<file path="src/rtl/regfile_wr_arbiter.sv">
// regfile_wr_arbiter: shares the register-file write port between WB and the MDU.
// Define REGWR_ARB_STARVE_GUARD_EN to enable the MDU starvation guard (forced WB stall).
module regfile_wr_arbiter #(
    parameter int DATA_W       = 32,
    parameter int STARVE_LIMIT = 4
) (
    input  logic              clock_i,
    input  logic              reset_n_i,
    input  logic              wb_we_i,
    input  logic [4:0]        wb_rd_i,
    input  logic [DATA_W-1:0] wb_data_i,
    input  logic              mdu_valid_i,
    input  logic [4:0]        mdu_rd_i,
    input  logic [DATA_W-1:0] mdu_data_i,
    output logic              mdu_ready_o,
    output logic              stall_wb_o,
    output logic [31:0]       rf_wen_o,
    output logic [4:0]        rf_waddr_o,
    output logic [DATA_W-1:0] rf_wdata_o
);
    logic              wb_act, mdu_hs, win;
    logic [4:0]        win_rd;
    logic [DATA_W-1:0] win_data;
    logic [31:0]       rf_wen_d, rf_wen_q;
    logic [4:0]        rf_waddr_q;
    logic [DATA_W-1:0] rf_wdata_q;

    assign wb_act      = wb_we_i & (wb_rd_i != 5'd0) & ~stall_wb_o;
    assign mdu_ready_o = ~wb_act;
    assign mdu_hs      = mdu_valid_i & mdu_ready_o;
    assign win         = wb_act | mdu_hs;

    always_comb begin
        win_rd   = wb_act ? wb_rd_i : mdu_rd_i;
        win_data = wb_act ? wb_data_i : mdu_data_i;
        rf_wen_d = win ? ((32'd1 << win_rd) & 32'hFFFF_FFFE) : 32'd0;
    end

    always_ff @(posedge clock_i or negedge reset_n_i) begin
        if (!reset_n_i) begin
            rf_wen_q   <= '0;
            rf_waddr_q <= '0;
            rf_wdata_q <= '0;
        end else begin
            rf_wen_q <= rf_wen_d;
            if (win) begin
                rf_waddr_q <= win_rd;
                rf_wdata_q <= win_data;
            end
        end
    end

    assign rf_wen_o   = rf_wen_q;
    assign rf_waddr_o = rf_waddr_q;
    assign rf_wdata_o = rf_wdata_q;

`ifdef REGWR_ARB_STARVE_GUARD_EN
    typedef enum logic [1:0] {IDLE, MDU_WAIT, MDU_FORCE} state_e;
    state_e     state_q;
    logic [3:0] cnt_q, cnt_inc;
    logic       stall_q, blocked;

    assign blocked = mdu_valid_i & ~mdu_ready_o;
    assign cnt_inc = (cnt_q == 4'hF) ? cnt_q : cnt_q + 4'd1;

    // The blocked cycle seen in IDLE counts as the first starved cycle.
    always_ff @(posedge clock_i or negedge reset_n_i) begin
        if (!reset_n_i) begin
            state_q <= IDLE;
            cnt_q   <= '0;
            stall_q <= 1'b0;
        end else begin
            case (state_q)
                IDLE, MDU_WAIT: begin
                    if (blocked && cnt_inc == 4'(STARVE_LIMIT)) begin
                        state_q <= MDU_FORCE;
                        cnt_q   <= '0;
                        stall_q <= 1'b1;
                    end else if (blocked) begin
                        state_q <= MDU_WAIT;
                        cnt_q   <= cnt_inc;
                    end else begin
                        state_q <= IDLE;
                        cnt_q   <= '0;
                    end
                end
                default: begin
                    state_q <= IDLE;
                    cnt_q   <= '0;
                    stall_q <= 1'b0;
                end
            endcase
        end
    end

    assign stall_wb_o = stall_q;
`else
    assign stall_wb_o = 1'b0;
`endif
endmodule

</file>
<file path="config.mk">
export PLATFORM = sky130hd
export DESIGN_NAME = regfile_wr_arbiter
export DESIGN_NICKNAME = d
export VERILOG_FILES = /design/src/rtl/regfile_wr_arbiter.sv
export SDC_FILE = /design/constraint.sdc
export NUM_CORES = 1
export LEC_CHECK = 0
export ABC_AREA = 1
export ABC_CLOCK_PERIOD_IN_PS = 1300
export BUFFER_PORTS_ARGS = -buffer_cell sky130_fd_sc_hd__buf_2
export CAP_MARGIN = 5
export CORE_MARGIN = 2
export CORE_UTILIZATION = 40
export DETAILED_ROUTE_END_ITERATION = 10
export MAX_ROUTING_LAYER = met4
export PLACE_DENSITY = 0.75
export SYNTH_ARGS = -nofsm -noshare
export SYNTH_HDL_FRONTEND = slang
export SYNTH_SLANG_ARGS = --single-unit
</file>
<file path="constraint.sdc">
create_clock -name clock_i -period 1.3 [get_ports clock_i]
set_clock_uncertainty 0.15 [all_clocks]
set_input_delay 0.26 -clock clock_i [delete_from_list [all_inputs] [get_ports clock_i]]
set_output_delay 0.26 -clock clock_i [all_outputs]
set_load 0.005 [all_outputs]
</file>
==> results of run 1 <==
-- synthesized netlist by cell type --
cell	count
nand3_2	2
inv_1	6
buf_8	1
o21ai_2	1
nand3b_1	1
inv_2	2
nor2_2	1
nand2_1	83
buf_4	3
buf_1	1
buf_2	10
nand2_4	3
o21ai_1	1
nor2_1	33
nand4_1	8
nand3_1	74
clkbuf_1	3
o21ai_0	3
nand4_2	1
conb_1	1
nand2_2	7
dfrtp_1	68
-- worst min path at each step --
| stage | startpoint | end | depth (start not counted) |
|---|---|---|---|
| after floorplan | reset_n_i | rf_waddr_o[0] | 0 |
| after global placement | reset_n_i | rf_wen_o[28] | 2 |
| after detailed placement | reset_n_i | rf_wen_o[13] | 2 |
| after CTS | wb_data_i[20] | rf_wdata_o[20] | 3 |
| after global routing | wb_data_i[11] | rf_wdata_o[11] | 3 |
| final | wb_data_i[28] | rf_wdata_o[28] | 3 |
-- layer usage --
| metal | routed length, um | GRT usage | vias up |
|---|---|---|---|
| li1 | - | - | 1417 |
| met1 | 3406 | 0.2543 | 1402 |
| met2 | 4603 | 0.3787 | 130 |
| met3 | 487 | 0.03172 | 22 |
| met4 | 270 | 0.1185 | 0 |
| met5 | 0 | - | - |
-- critical path, cell delays in order --
cell and delay (ps):
buf_8 100, nor2_4 110, nand3_4 100, nand2_4 110, buf_6 110, buf_6 90
-- through the flow --
| stage | cells | total power, uW | utilization | hold WS (ps) |
|---|---|---|---|---|
| finish | 613 | 5177 | 0.6663 | 2.880 |
| global route | 613 | 5394 | 0.6663 | 12.68 |
| CTS | 604 | 5106 | 0.6381 | 0.9242 |
| detailed placement | 555 | 3117 | 0.5560 | 154.2 |
| global placement | 555 | 3097 | 0.5560 | 148.7 |
| floorplan | 314 | 2684 | - | -185.6 |
-- flip-flops by register name, indices dropped and copies added, names as in the netlist --
signal / count
rf_waddr_o: 5
rf_wen_o: 31
rf_wdata_o: 32
-- layout by cell type, fill, tap and decap left out, drive strengths merged, types with 2 or more instances in the layout --
cell type and count:
nor2 34, nand4 9, dlygate4sd3 31, buf 172, nand3 76, clkinv 3
inv 9, clkbuf 11, dfrtp 68, bufinv 2, nand2 93, conb 2
o21ai 5
-- where the power goes --
group / internal [uW] / total (uW) / switching (uW)
Clock: 1090 / 1930 / 837
Sequential: 2250 / 2320 / 70.8
Combinational: 458 / 935 / 477
Total: 3790 / 5180 / 1380
-- repair_timing --
action	CTS	global route
endpoints found under the setup margin	1	71
hold buffers	31	0
resized for setup	3	24
setup buffers	2	7
pin swaps	3	6
gates cloned	0	2
hold endpoints to repair	97	0
-- cell families after synthesis --
| family | synth area share |
|---|---|
| buf+inv | 0.04659 |
| flops | 0.5978 |
| other cells | 0.001317 |
| simple gates | 0.3442 |
| compound gates | 0.01011 |
-- area by class of cell --
type                       count  share of cell area
sequential                    68              0.3738
timing repair buffer         205              0.3048
multi-input combinational    220              0.2389
clock buffer                   9             0.02721
tap                           96             0.02639
clock inverter                 7             0.02172
inverter                       8            0.007147
==> results.md, run 1 <==
* Status: completed
* GR Overflow Total at 0
* Gpl congestion at 0.8692
* DR WL/cell at 14.30 um
* Worst r2r src: rf_wdata_o[0]
* # port buffers at 146
* Pre-antenna DRT Iters at 5
* Post-route clock period utilization at 0.9958
* Core Footprint at 0.006832 mm^2
* Yosys top cell area share at 0.5978
* FF-to-FF setup slack at 370 ps
* Nets at 590
* Setup TNS at 0 ps
* Synthesized area at 0.002846 mm^2
* Minimum clock period at 1295 ps
* CP startpoint: wb_rd_i[1]
* Multi-input logic area at 0.001087 mm^2
* IR drop worst, VDD at 0.5859 mV
* Rows at 30
* Worst R2R Path Depth at 3
* I/O pins at 149
* Worst setup path endpoint: mdu_ready_o
* CTS clk-pin slew, worst paths at 70 ps
* Maxcap violations at 0
* Largest net degree at the start of global routing at 69
* Final HPWL DP at 5.583 mm
* Setup Slack @ Placement at -306.9 ps
* Routed vias/inst at 4.847
* Number of synthesis warnings at 0
* DRC at 0
* Die height at 88.36 um
* Die area at 0.007807 mm^2
* Hold Path Class: primary input to flop
* Layout cell share with drive strength beyond 1 at 0.4178
* Vias in the first global route at 2906
* Setup WS post-layout at 5.418 ps
* PD cells at 1137 mW/mm^2
* FF+latch area at 0.001702 mm^2
* Placed Area at 0.003799 mm^2
* Worst Path Arrival at 880 ps
* Crit Path Category: primary input to output pin
* Fmax at 772.5 MHz
* CP Launch Type: primary input
* Synth Register Bits at 68
* # fillers at 585
* First-pass GRT wire length at 13.01 mm
* Most area-consuming cells after synthesis: dfrtp_1 (60%), nand3_1 (13%), nand2_1 (11%), nor2_1 (4.4%), buf_2 (1.8%)
* Total Wirelength at 8.767 mm
* # clock sinks at 68
* Max-slew violations at 0
* Die width at 88.36 um
* Reg2reg end: rf_wdata_o[0]
* CTS root buffer: clkbuf_8
* Synth cell types at 22
* Critical-path maximum fanout at 3
* Syn avg cell area at 9.094 um^2
* 1st-iter DRT viols at 107
* CTS Buf Count at 9
* Post-synthesis sequential area ratio at 0.5978
* Post-route cell area at 0.004552 mm^2
* Setup violators final at 0
* Final ANT Viol Nets at 0
* Layout area overhead at 59.91%
* H-tree levels at 3
* RSZ-0062 raised after global routing: true
* Clock buffer depth at 2
* Synth Instances at 313
* CTS tree: yes
* Final Hold Viols at 0
* Initial antenna violation count at 0
* Via Count at 2971
* Critical path required time at 890 ps
* Crit end category: output pin
* Pleak at 0.002434 uW
* GRT Util Overall at 0.2228
* Clock Latency Late Sink at 340 ps
* # diodes at 0
* Synth area leader: dfrtp_1
* Initial core utilization at 0.4167
No activity file was read; power rests on OpenSTA's default activity.
==> inputs of run 2 (changes only) <==
--- a/config.mk
+++ b/config.mk
@@ -5,7 +5,6 @@
 export SDC_FILE = /design/constraint.sdc
 export NUM_CORES = 1
 export LEC_CHECK = 0
-export ABC_AREA = 1
 export ABC_CLOCK_PERIOD_IN_PS = 1300
 export BUFFER_PORTS_ARGS = -buffer_cell sky130_fd_sc_hd__buf_2
 export CAP_MARGIN = 5
@@ -13,7 +12,8 @@
 export CORE_UTILIZATION = 40
 export DETAILED_ROUTE_END_ITERATION = 10
 export MAX_ROUTING_LAYER = met4
-export PLACE_DENSITY = 0.75
+export PLACE_DENSITY = 0.74
+export RECOVER_POWER = 25
 export SYNTH_ARGS = -nofsm -noshare
 export SYNTH_HDL_FRONTEND = slang
 export SYNTH_SLANG_ARGS = --single-unit
==> results.md, run 2 <==
* Status: complete, but fails checks
* Failing checks: negative setup slack
* Worst Hold End: rf_wdata_o[13]
* # diodes at 0 (unchanged)
* Setup WS post-layout at -299.8 ps (-305.2 ps)
* Via Count at 2815 (-5.3%)
* CP Buf/Inv Count at 3 (unchanged)
* CTS root buffer: clkbuf_8
* CTS clk-pin slew, worst paths at 70 ps (about the same)
* Commonest non-fill, non-tap cell in the layout: buf_2
* Synth cell types at 38 (+73%)
* Largest net degree at the start of global routing at 69 (unchanged)
* # fillers at 571 (-2.4%)
* PD cells at 1071 mW/mm^2 (-5.9%)
* Number of flip-flops under the largest register name at 32 (unchanged)
* First-pass GRT wire length at 13.39 mm (+2.9%)
* Initial core utilization at 0.4091 (-0.007600)
* Post-synthesis sequential area ratio at 0.5797 (-0.01809)
* Final ANT Viol Nets at 0 (unchanged)
* CTS Buf Count at 9 (unchanged)
* Switching Fraction at 0.2515 (-0.01599)
* Setup violators final at 69 (+69)
* Hold Path Depth at 3 (unchanged)
* CTS tree: yes
* Die width at 89.67 um (+1.5%)
* Die height at 89.67 um (+1.5%)
* Synthesized area at 0.002935 mm^2 (+3.1%)
* Setup TNS at -11650 ps (-11650 ps)
* Gpl congestion at 0.9137 (+5.1%)
* H-tree levels at 3 (unchanged)
* Combinational share of power at 0.198 (+0.017)
* Reg2reg end: rf_wdata_o[13]
* Crit path cell chain: buf_8 > or3_4 > o31a_4 > inv_4 > buf_6
* Async SR Flop Fraction at 1.000 (unchanged)
* Synth Instances at 275 (-12%)
* RSZ-0062 raised after global routing: true
* Worst Path Arrival at 1190 ps (+310 ps)
* Final Hold Viols at 0 (unchanged)
* Post-route clock period utilization at 1.231 (+0.2348)
* Layout cell share with drive strength beyond 1 at 0.4970 (+0.07919)
* Delay-heaviest family, CP: simple AND/OR/NAND/NOR gates
* 1st-iter DRT viols at 87 (-19%)
* Hold Path Class: primary input to flop
* Routed vias/inst at 4.723 (-2.5%)
* GR Overflow Total at 0 (unchanged)
* FF-to-FF setup slack at 280 ps (-90 ps)
* Nets at 570 (-3.4%)
* Layout area overhead at 66.92%
* Final HPWL DP at 5.531 mm (-0.93%)
* Number of synthesis warnings at 0 (unchanged)
* Total Wirelength at 8.582 mm (-2.1%)
* Synth Register Bits at 68 (unchanged)
* Worst hold start: wb_data_i[13]
* Top-count cell post-synth: dfrtp_1
* Pleak at 0.002561 uW (+5.2%)
* Internal Pwr Total at 3926 uW (+3.5%)
* Clock buffer depth at 2 (unchanged)
* XOR/XNOR Fraction of Synth Area at 0 (unchanged)
* Most area-consuming cells after synthesis: dfrtp_1 (58%), mux2i_1 (12%), nand2_1 (5.2%), nor2_1 (4.7%), o21ai_1 (3.4%)
* Crit-path max cell delay at 390 ps (+280 ps)
* Yosys top cell area share at 0.5797 (-0.01809)
* Compound-cell area share of the yosys netlist at 0.1194 (+0.1092)
* CP Launch Type: primary input
* IR drop worst, VDD at 0.5716 mV (-2.4%)
* I/O pins at 149 (unchanged)
* # port buffers at 146 (unchanged)
* Synth area leader: dfrtp_1
* GRT Util Overall at 0.2303 (+0.007517)
* Clock Latency Late Sink at 330 ps (about the same)
* Post-synthesis simple-gate area fraction at 0.1334 (-0.2108)
* Synth top cells by count: dfrtp_1 (68), nand2_1 (41), nor2_1 (37)
* Worst R2R Path Depth at 3 (unchanged)
* Top FF cell, synth: dfrtp_1
* Vias in the first global route at 2874 (-1.1%)
* Relative slew slack at 0.6081
* # clock sinks at 68 (unchanged)
* P_sw at 1319 uW (-4.7%)
* Worst r2r src: rf_wdata_o[13]
* DRC at 0 (unchanged)
* Maxcap violations at 0 (unchanged)
* Crit Path Category: primary input to output pin
* Rows at 31 (+3.3%)
* Post-Synth Adder-Cell Area at 0 (unchanged)
* Minimum clock period at 1600 ps (+305.2 ps)
* Most frequent cells in the layout: buf_2 (141), dfrtp_1 (68), nand2_1 (38)
* Clock power frac at 0.360 (-0.012)
* EDFF count, synth at 0 (unchanged)
* Fmax at 625.1 MHz (-19%)
* Critical path required time at 890 ps (about the same)
* Initial antenna violation count at 0 (unchanged)
* Crit-path slowest cell: or3_4
* Crit end category: output pin
* Setup Slack @ Placement at -521.6 ps (-214.7 ps)
* Seq pwr share at 0.442 (-0.005)
* Multiplexer area fraction after synthesis at 0.1266 (+0.1266)
* DR WL/cell at 14.40 um (+0.68%)
* Syn avg cell area at 10.67 um^2 (+17%)
* Die area at 0.008040 mm^2 (+3.0%)
* Core Footprint at 0.007176 mm^2 (+5.0%)
* Max-slew violations at 0 (unchanged)
* Largest family of logic cells by synthesized area: simple AND/OR/NAND/NOR gates
* Critical-path maximum fanout at 2 (-1)
* Pre-antenna DRT Iters at 4 (-1)
* Worst-Margin Slew at 587.8 ps
[run 2: tightest hold or removal path, delay by kind of cell]
family / cells / cell delay [ps]
compound gates: 1 / 70
simple gates: 1 / 50
buf+inv: 1 / 80
[run 2: per-stage QoR]
stage	std cells	util	hold WS [ps]	power (uW)	area, um^2
floorplan	276	-	-185.6	2728	3029
global placement	531	0.5580	150.4	3141	4004
detailed placement	531	0.5580	161.2	3164	4004
CTS	587	0.6628	2.946	5205	4756
global route	596	0.6828	5.135	5521	4900
finish	596	0.6828	10.39	5245	4900
[run 2: what timing repair did]
action | 4_1_cts | 5_1_grt
cloned | 1 | 0
setup buffers | 8 | 13
pin swaps | 26 | 25
hold buffers | 31 | 0
gates resized for setup | 41 | 26
setup endpoints to repair | 61 | 101
endpoints found under the hold margin | 98 | 0
[run 2: cells by family (layout without fill, tap and decap cells)]
kind of cell / count (synthesis) / count (layout)
AND/OR/NAND/NOR: 92 / 92
flip-flops: 68 / 68
multiplexers: 37 / 37
other: 1 / 2
AO/OA/AOI/OAI: 56 / 56
buffers and inverters: 21 / 242
[run 2: metal layers]
metal  global-route usage  routed length, um  part of all wire  vias up
li1                     -                  -                 -     1373
met1               0.2499               3333              0.39     1301
met3              0.05484                476             0.055       24
met2               0.3870               4471              0.52      117
met5                    -                  0                 0        -
met4               0.1275                301             0.035        0
[run 2: cell type report]
class / instances / area (um^2) / area share
well taps: 99 / 123.9 / 0.02528
clock inverters: 5 / 75.07 / 0.01532
repair buffers: 223 / 1503 / 0.3067
flip-flops and latches: 68 / 1702 / 0.3473
multi-input cells: 187 / 1341 / 0.2737
inverters: 3 / 13.76 / 0.002809
clock buffers: 11 / 141.4 / 0.02886
[run 2: worst max path at each step]
| stage | from | endpoint | slack [ps] | cells after the start |
|---|---|---|---|---|
| after global routing | wb_rd_i[1] | mdu_ready_o | -320 | 5 |
| after detailed placement | wb_rd_i[0] | rf_waddr_o[1] | -520 | 5 |
| final | wb_rd_i[1] | mdu_ready_o | -300 | 5 |
| after global placement | wb_rd_i[0] | rf_waddr_o[1] | -490 | 5 |
| after floorplan | wb_rd_i[0] | rf_waddr_o[1] | -360 | 4 |
| after CTS | wb_rd_i[1] | mdu_ready_o | -350 | 5 |
[run 2: power groups by stage]
stage,Combinational (uW),Sequential [uW],Clock [uW]
after CTS,967,2320,1920
after floorplan,363,2370,0
after detailed placement,812,2350,0
after global placement,788,2350,0
final,1040,2320,1890
after global routing,1140,2330,2040
